**src/rtl/mips_mux_pkg.sv**
```systemverilog
// Shared constants and helpers for the mux_fifo_n selector/queue slice.
// Used by mux_n_comb and mux_fifo_n.
package mips_mux_pkg;

    localparam int   DEFAULT_WIDTH    = 32;
    localparam logic OUT_DATA_RST_BIT = 1'b0;

    // Always at least one bit wide, so a 2-input mux still has a select line.
    function automatic int sel_clog2(input int n);
        return (n <= 2) ? 1 : $clog2(n);
    endfunction

endpackage

```
**src/rtl/mux_n_comb.sv**
```systemverilog
// Purely combinational NUM_IN-to-1 word selector; out-of-range selects return channel 0.
// The range flag port exists only when MUX_FIFO_SEL_CHECK_EN is defined.
module mux_n_comb
    import mips_mux_pkg::*;
#(
    parameter int WIDTH  = DEFAULT_WIDTH,
    parameter int NUM_IN = 4,
    parameter int SEL_W  = sel_clog2(NUM_IN)
) (
    input  logic [NUM_IN*WIDTH-1:0] i_data,
    input  logic [SEL_W-1:0]        i_sel,
`ifdef MUX_FIFO_SEL_CHECK_EN
    output logic                    o_sel_err,
`endif
    output logic [WIDTH-1:0]        o_data
);

    always_comb begin
        o_data = i_data[WIDTH-1:0];
        for (int k = 1; k < NUM_IN; k++) begin
            if (i_sel == SEL_W'(k)) begin
                o_data = i_data[k*WIDTH +: WIDTH];
            end
        end
    end

`ifdef MUX_FIFO_SEL_CHECK_EN
    assign o_sel_err = ({1'b0, i_sel} >= (SEL_W+1)'(NUM_IN));
`endif

endmodule

```
**src/rtl/mux_fifo_n.sv**
```systemverilog
// N-channel selector feeding a DEPTH-entry valid/ready queue; async active-high reset.
// Define MUX_FIFO_SEL_CHECK_EN to build the sticky illegal-select flag (else sel_err = 0).
module mux_fifo_n
    import mips_mux_pkg::*;
#(
    parameter int WIDTH  = DEFAULT_WIDTH,
    parameter int NUM_IN = 4,
    parameter int DEPTH  = 4,
    parameter int SEL_W  = sel_clog2(NUM_IN),
    parameter int CNT_W  = $clog2(DEPTH) + 1
) (
    input  logic                    clk,
    input  logic                    reset,
    input  logic [NUM_IN*WIDTH-1:0] in_data,
    input  logic [SEL_W-1:0]        in_sel,
    input  logic                    in_valid,
    output logic                    in_ready,
    output logic [WIDTH-1:0]        out_data,
    output logic                    out_valid,
    input  logic                    out_ready,
    output logic [CNT_W-1:0]        count,
    output logic                    sel_err
);

    localparam int PTR_W = $clog2(DEPTH);

    logic [WIDTH-1:0] r_mem [DEPTH];
    logic [PTR_W-1:0] r_wr_ptr;
    logic [PTR_W-1:0] r_rd_ptr;
    logic [CNT_W-1:0] r_count;

    logic [WIDTH-1:0] w_sel_data;
    logic             w_push;
    logic             w_pop;

`ifdef MUX_FIFO_SEL_CHECK_EN
    logic w_sel_err;
    logic r_sel_err;
`endif

    mux_n_comb #(
        .WIDTH  (WIDTH),
        .NUM_IN (NUM_IN),
        .SEL_W  (SEL_W)
    ) u_mux (
        .i_data    (in_data),
        .i_sel     (in_sel),
`ifdef MUX_FIFO_SEL_CHECK_EN
        .o_sel_err (w_sel_err),
`endif
        .o_data    (w_sel_data)
    );

    // Handshake flags come from the registered count only, never from out_ready.
    assign in_ready  = (r_count != CNT_W'(DEPTH));
    assign out_valid = (r_count != '0);
    assign out_data  = out_valid ? r_mem[r_rd_ptr] : {WIDTH{OUT_DATA_RST_BIT}};
    assign count     = r_count;

    assign w_push = in_valid && in_ready;
    assign w_pop  = out_valid && out_ready;

    // NOTE: storage is deliberately left out of reset; count gates every read of it.
    always_ff @(posedge clk) begin
        if (w_push) begin
            r_mem[r_wr_ptr] <= w_sel_data;
        end
    end

    // NOTE: sequential state uses non-blocking assignments so every register samples pre-edge values.
    always_ff @(posedge clk or posedge reset) begin
        if (reset) begin
            r_wr_ptr <= '0;
            r_rd_ptr <= '0;
            r_count  <= '0;
        end else begin
            if (w_push) begin
                r_wr_ptr <= r_wr_ptr + PTR_W'(1);
            end
            if (w_pop) begin
                r_rd_ptr <= r_rd_ptr + PTR_W'(1);
            end
            unique case ({w_push, w_pop})
                2'b10:   r_count <= r_count + CNT_W'(1);
                2'b01:   r_count <= r_count - CNT_W'(1);
                default: r_count <= r_count;
            endcase
        end
    end

`ifdef MUX_FIFO_SEL_CHECK_EN
    always_ff @(posedge clk or posedge reset) begin
        if (reset) begin
            r_sel_err <= 1'b0;
        end else if (w_push && w_sel_err) begin
            r_sel_err <= 1'b1;
        end
    end

    assign sel_err = r_sel_err;
`else
    assign sel_err = 1'b0;
`endif

endmodule

```
**config.mk**
```make
export PLATFORM = sky130hd
export DESIGN_NAME = mux_fifo_n
export DESIGN_NICKNAME = d
export VERILOG_FILES = /design/src/rtl/mips_mux_pkg.sv /design/src/rtl/mux_n_comb.sv /design/src/rtl/mux_fifo_n.sv
export SDC_FILE = /design/constraint.sdc
export NUM_CORES = 1
export LEC_CHECK = 0
export CORE_AREA = 2 2 122 124
export DETAILED_ROUTE_END_ITERATION = 10
export DIE_AREA = 0 0 124 126
export GPL_TIMING_DRIVEN = 0
export PLACE_DENSITY_LB_ADDON = 0.05
export REMOVE_ABC_BUFFERS = 1
export SYNTH_ARGS = -nofsm -noshare
export SYNTH_HDL_FRONTEND = slang
export SYNTH_SLANG_ARGS = --single-unit
```
**constraint.sdc**
```tcl
create_clock -name clk -period 2.3 [get_ports clk]
set_clock_uncertainty 0.2 [all_clocks]
set_input_delay 0.46 -clock clk [delete_from_list [all_inputs] [get_ports clk]]
set_output_delay 0.46 -clock clk [all_outputs]
set_load 0.02 [all_outputs]
```
==> results by group <==
Global routing
  – Largest net degree at the start of global routing: 33
  – Vias in the first global route: 3890
  – First-pass GRT wire length: 20400 um
  – Total global routing overflow: 0
  – Global Route Usage Sum: 0.182
  – Initial antenna violation count: 0

Clock network
  – Clk_lat worst skew: 0.40 ns
  – H-tree levels: 4
  – Worst-case clock buffer depth: 2
  – CTS tree: built
  – Clock Tree Root: clkbuf_16
  – CTS buffer count: 17
  – CTS sink cnt: 135
  – Clk slew on worst S/H paths: 0.05 ns

Synth
  – Top-count cell post-synth: edfxtp_1
  – Top post-synthesis cells by count: 128 x edfxtp_1, 64 x mux4_2, 33 x and2_1
  – Synthesized area: 6070 um^2
  – Flops & latches, synth: 135
  – Mapped Cells: 283
  – Top_reg_cell synth: edfxtp_1
  – Yosys warning count: 0
  – Cell taking the most area after synthesis: edfxtp_1
  – Area contributors post-synth: edfxtp_1 63%, mux4_2 24%, and2_1 3.4%, dfrtp_1 2.9%, ha_1 1.0%
  – Post-synth EDFFs: 128
  – Post-synth ARST share: 0.0519
  – Seq/Total Area, Yosys: 0.663
  – Post-synth top area share: 0.634
  – Distinct cells, synth: 24
  – Mean Syn Cell Area: 21.4 um^2

Die
  – Total I/O pin count: 172
  – Die Y-Extent: 126 um
  – Row cnt: 44
  – Die area: 15600 um^2
  – Starting Density: 0.424
  – Die Width: 124 um
  – Placeable Area: 14300 um^2

Finish
  – Number of antenna diodes: 0
  – Register area: 4030 um^2
  – Syn-to-layout area delta: 45.8%
  – Non-filler cells, final: 677
  – Nets: 621
  – Layout cells sized above 1: 0.394
  – Fillers: 1088
  – Final core occ: 0.618
  – Footprint of the multi-input gates: 1990 um^2

Route
  – Final wirelength: 13100 um
  – Post-route ant nets: 0
  – Via count: 3504
  – DRC Markers: 0
  – First-pass iteration count of the detailed router: 4
  – Iter 0 DRT Violations: 219
  – Vias per inst: 5.18
  – Avg WL per Cell: 19.4 um

Run
  – Number of max-cap violations: 0

Timing
  – Fin Hold WS: 0.0985 ns
  – Max_slew headroom: 0.373
  – Setup TNS: -7.85 ns
  – Setup violators final: 32
  – RSZ-0062 raised after global routing: yes
  – Fmax: 381 MHz
  – Final Hold Fails: 0
  – Fin crit period: 2.62 ns
  – Period utilization: 1.14
  – Measured slew at the worst slew-check pin: 0.940 ns
  – PnR worst setup slack: -0.321 ns
  – Final Max Tran Viols: 0

Worst setup path
  – Crit path arrival time: 1.96 ns
  – Reg2reg path depth: 9
  – Req. time, crit path: 1.64 ns
  – Worst Path Max Fanout: 5
  – Startpoint Class: flop
  – Setup crit end kind: primary output
  – Flop2flop setup slack: 0.03 ns
  – WS Path Type: flop to primary output

Pwr
  – PD cells: 1230 nW/um^2
  – Maximum vdd ir drop: 569 uV
  – LEAKAGE: 3.11 nW

Place
  – Final Wtd Congestion: 0.675
  – Dpl ws: -0.796 ns
  – Hpwl dp: 7580 um
  – Placed insts: 619
  – IO buf count: 170

Run status
  – Status: finished, violations left
  – Failing checks: negative setup slack

Worst hold path
  – Worst min path class: input port to async pin
==> area by class of cell <==
type,count,share of cell area
flip-flops and latches,135,0.456
repair buffers,197,0.235
multi-input cells,123,0.225
clock buffers,23,0.0507
well taps,184,0.0260
clock inverters,8,0.00382
inverters,7,0.00326
==> state kept, by name, indices dropped and copies added, names as in the netlist <==
name / count
r_mem: 128
r_wr_ptr: 2
count: 3
r_rd_ptr: 2
==> report_power, final <==
| group | switching, W | internal [W] |
|---|---|---|
| Sequential | 0.000193 | 0.00335 |
| Combinational | 0.00224 | 0.00291 |
| Clock | 0.000886 | 0.00134 |
| Total | 0.00331 | 0.00760 |
==> worst max-delay path, cell delays in order (launching register included) <==
cell and delay (ns):
dfrtp_4 0.55, buf_12 0.17, buf_4 0.13, mux4_2 0.42
and2_4 0.15, buf_6 0.12
==> per-stage QoR <==
stage / power, W / instance area, um^2
finish: 0.0109 / 8840
global route: 0.0115 / 8840
CTS: 0.0111 / 8860
detailed placement: 0.00762 / 7890
global placement: 0.00758 / 7850
floorplan: 0.00582 / 5920
==> routing by layer <==
| metal | part of all wire | wire length (um) | track usage |
|---|---|---|---|
| met1 | 0.38 | 5050 | 0.210 |
| met2 | 0.55 | 7270 | 0.323 |
| met3 | 0.054 | 707 | 0.0557 |
| met4 | 0.0069 | 90 | 0.0575 |
| met5 | 0 | 0 | 0 |
==> cell families (layout without fill, tap and decap cells) <==
group / count (synthesis) / after routing / synth area share
DFF: 135 / 135 / 0.663
muxes: 66 / 66 / 0.242
and+or+nand+nor: 42 / 44 / 0.0448
buffers and inverters: 27 / 235 / 0.0281
adders and majority gates: 6 / 6 / 0.0136
xor gates and xnor gates: 6 / 6 / 0.00866
other: 1 / 1 / 0.000618
==> repair_timing <==
action                     in CTS  in global routing
resized for setup             235                 10
setup endpoints to repair      38                 33
buffers inserted               22                  3
gates cloned                    5                  0
hold buffers                    0                  0
pin swaps                      26                  6
==> worst paths after layout <==
kind	from	to
max in group asynchronous	reset	r_rd_ptr[0]$_DFFE_PP0P_
worst min register to register	r_wr_ptr[1]$_DFFE_PP0P_	r_wr_ptr[1]$_DFFE_PP0P_
worst min-delay path	reset	r_rd_ptr[1]$_DFFE_PP0P_
worst max register to register	count[1]$_DFFE_PP0P_	count[2]$_DFFE_PP0P_
worst max-delay path	r_rd_ptr[0]$_DFFE_PP0P_	out_data[17]
min in group clk	r_wr_ptr[1]$_DFFE_PP0P_	r_wr_ptr[1]$_DFFE_PP0P_
==> cells in the final DEF (no fill, tap or decap), types with 2 or more instances in the layout <==
cell type	instances
and2_1	4
and2_4	30
and3_2	4
buf_12	11
buf_2	6
buf_4	12
buf_6	32
clkbuf_1	6
clkbuf_16	17
clkdlybuf4s50_1	134
clkinv_1	5
clkinv_2	3
dfrtp_1	2
dfrtp_2	3
dfrtp_4	2
edfxtp_1	128
ha_1	4
inv_1	5
mux4_2	64
or3_4	3
xnor2_1	3
xor2_1	3
(Power assumes the default switching activity.)
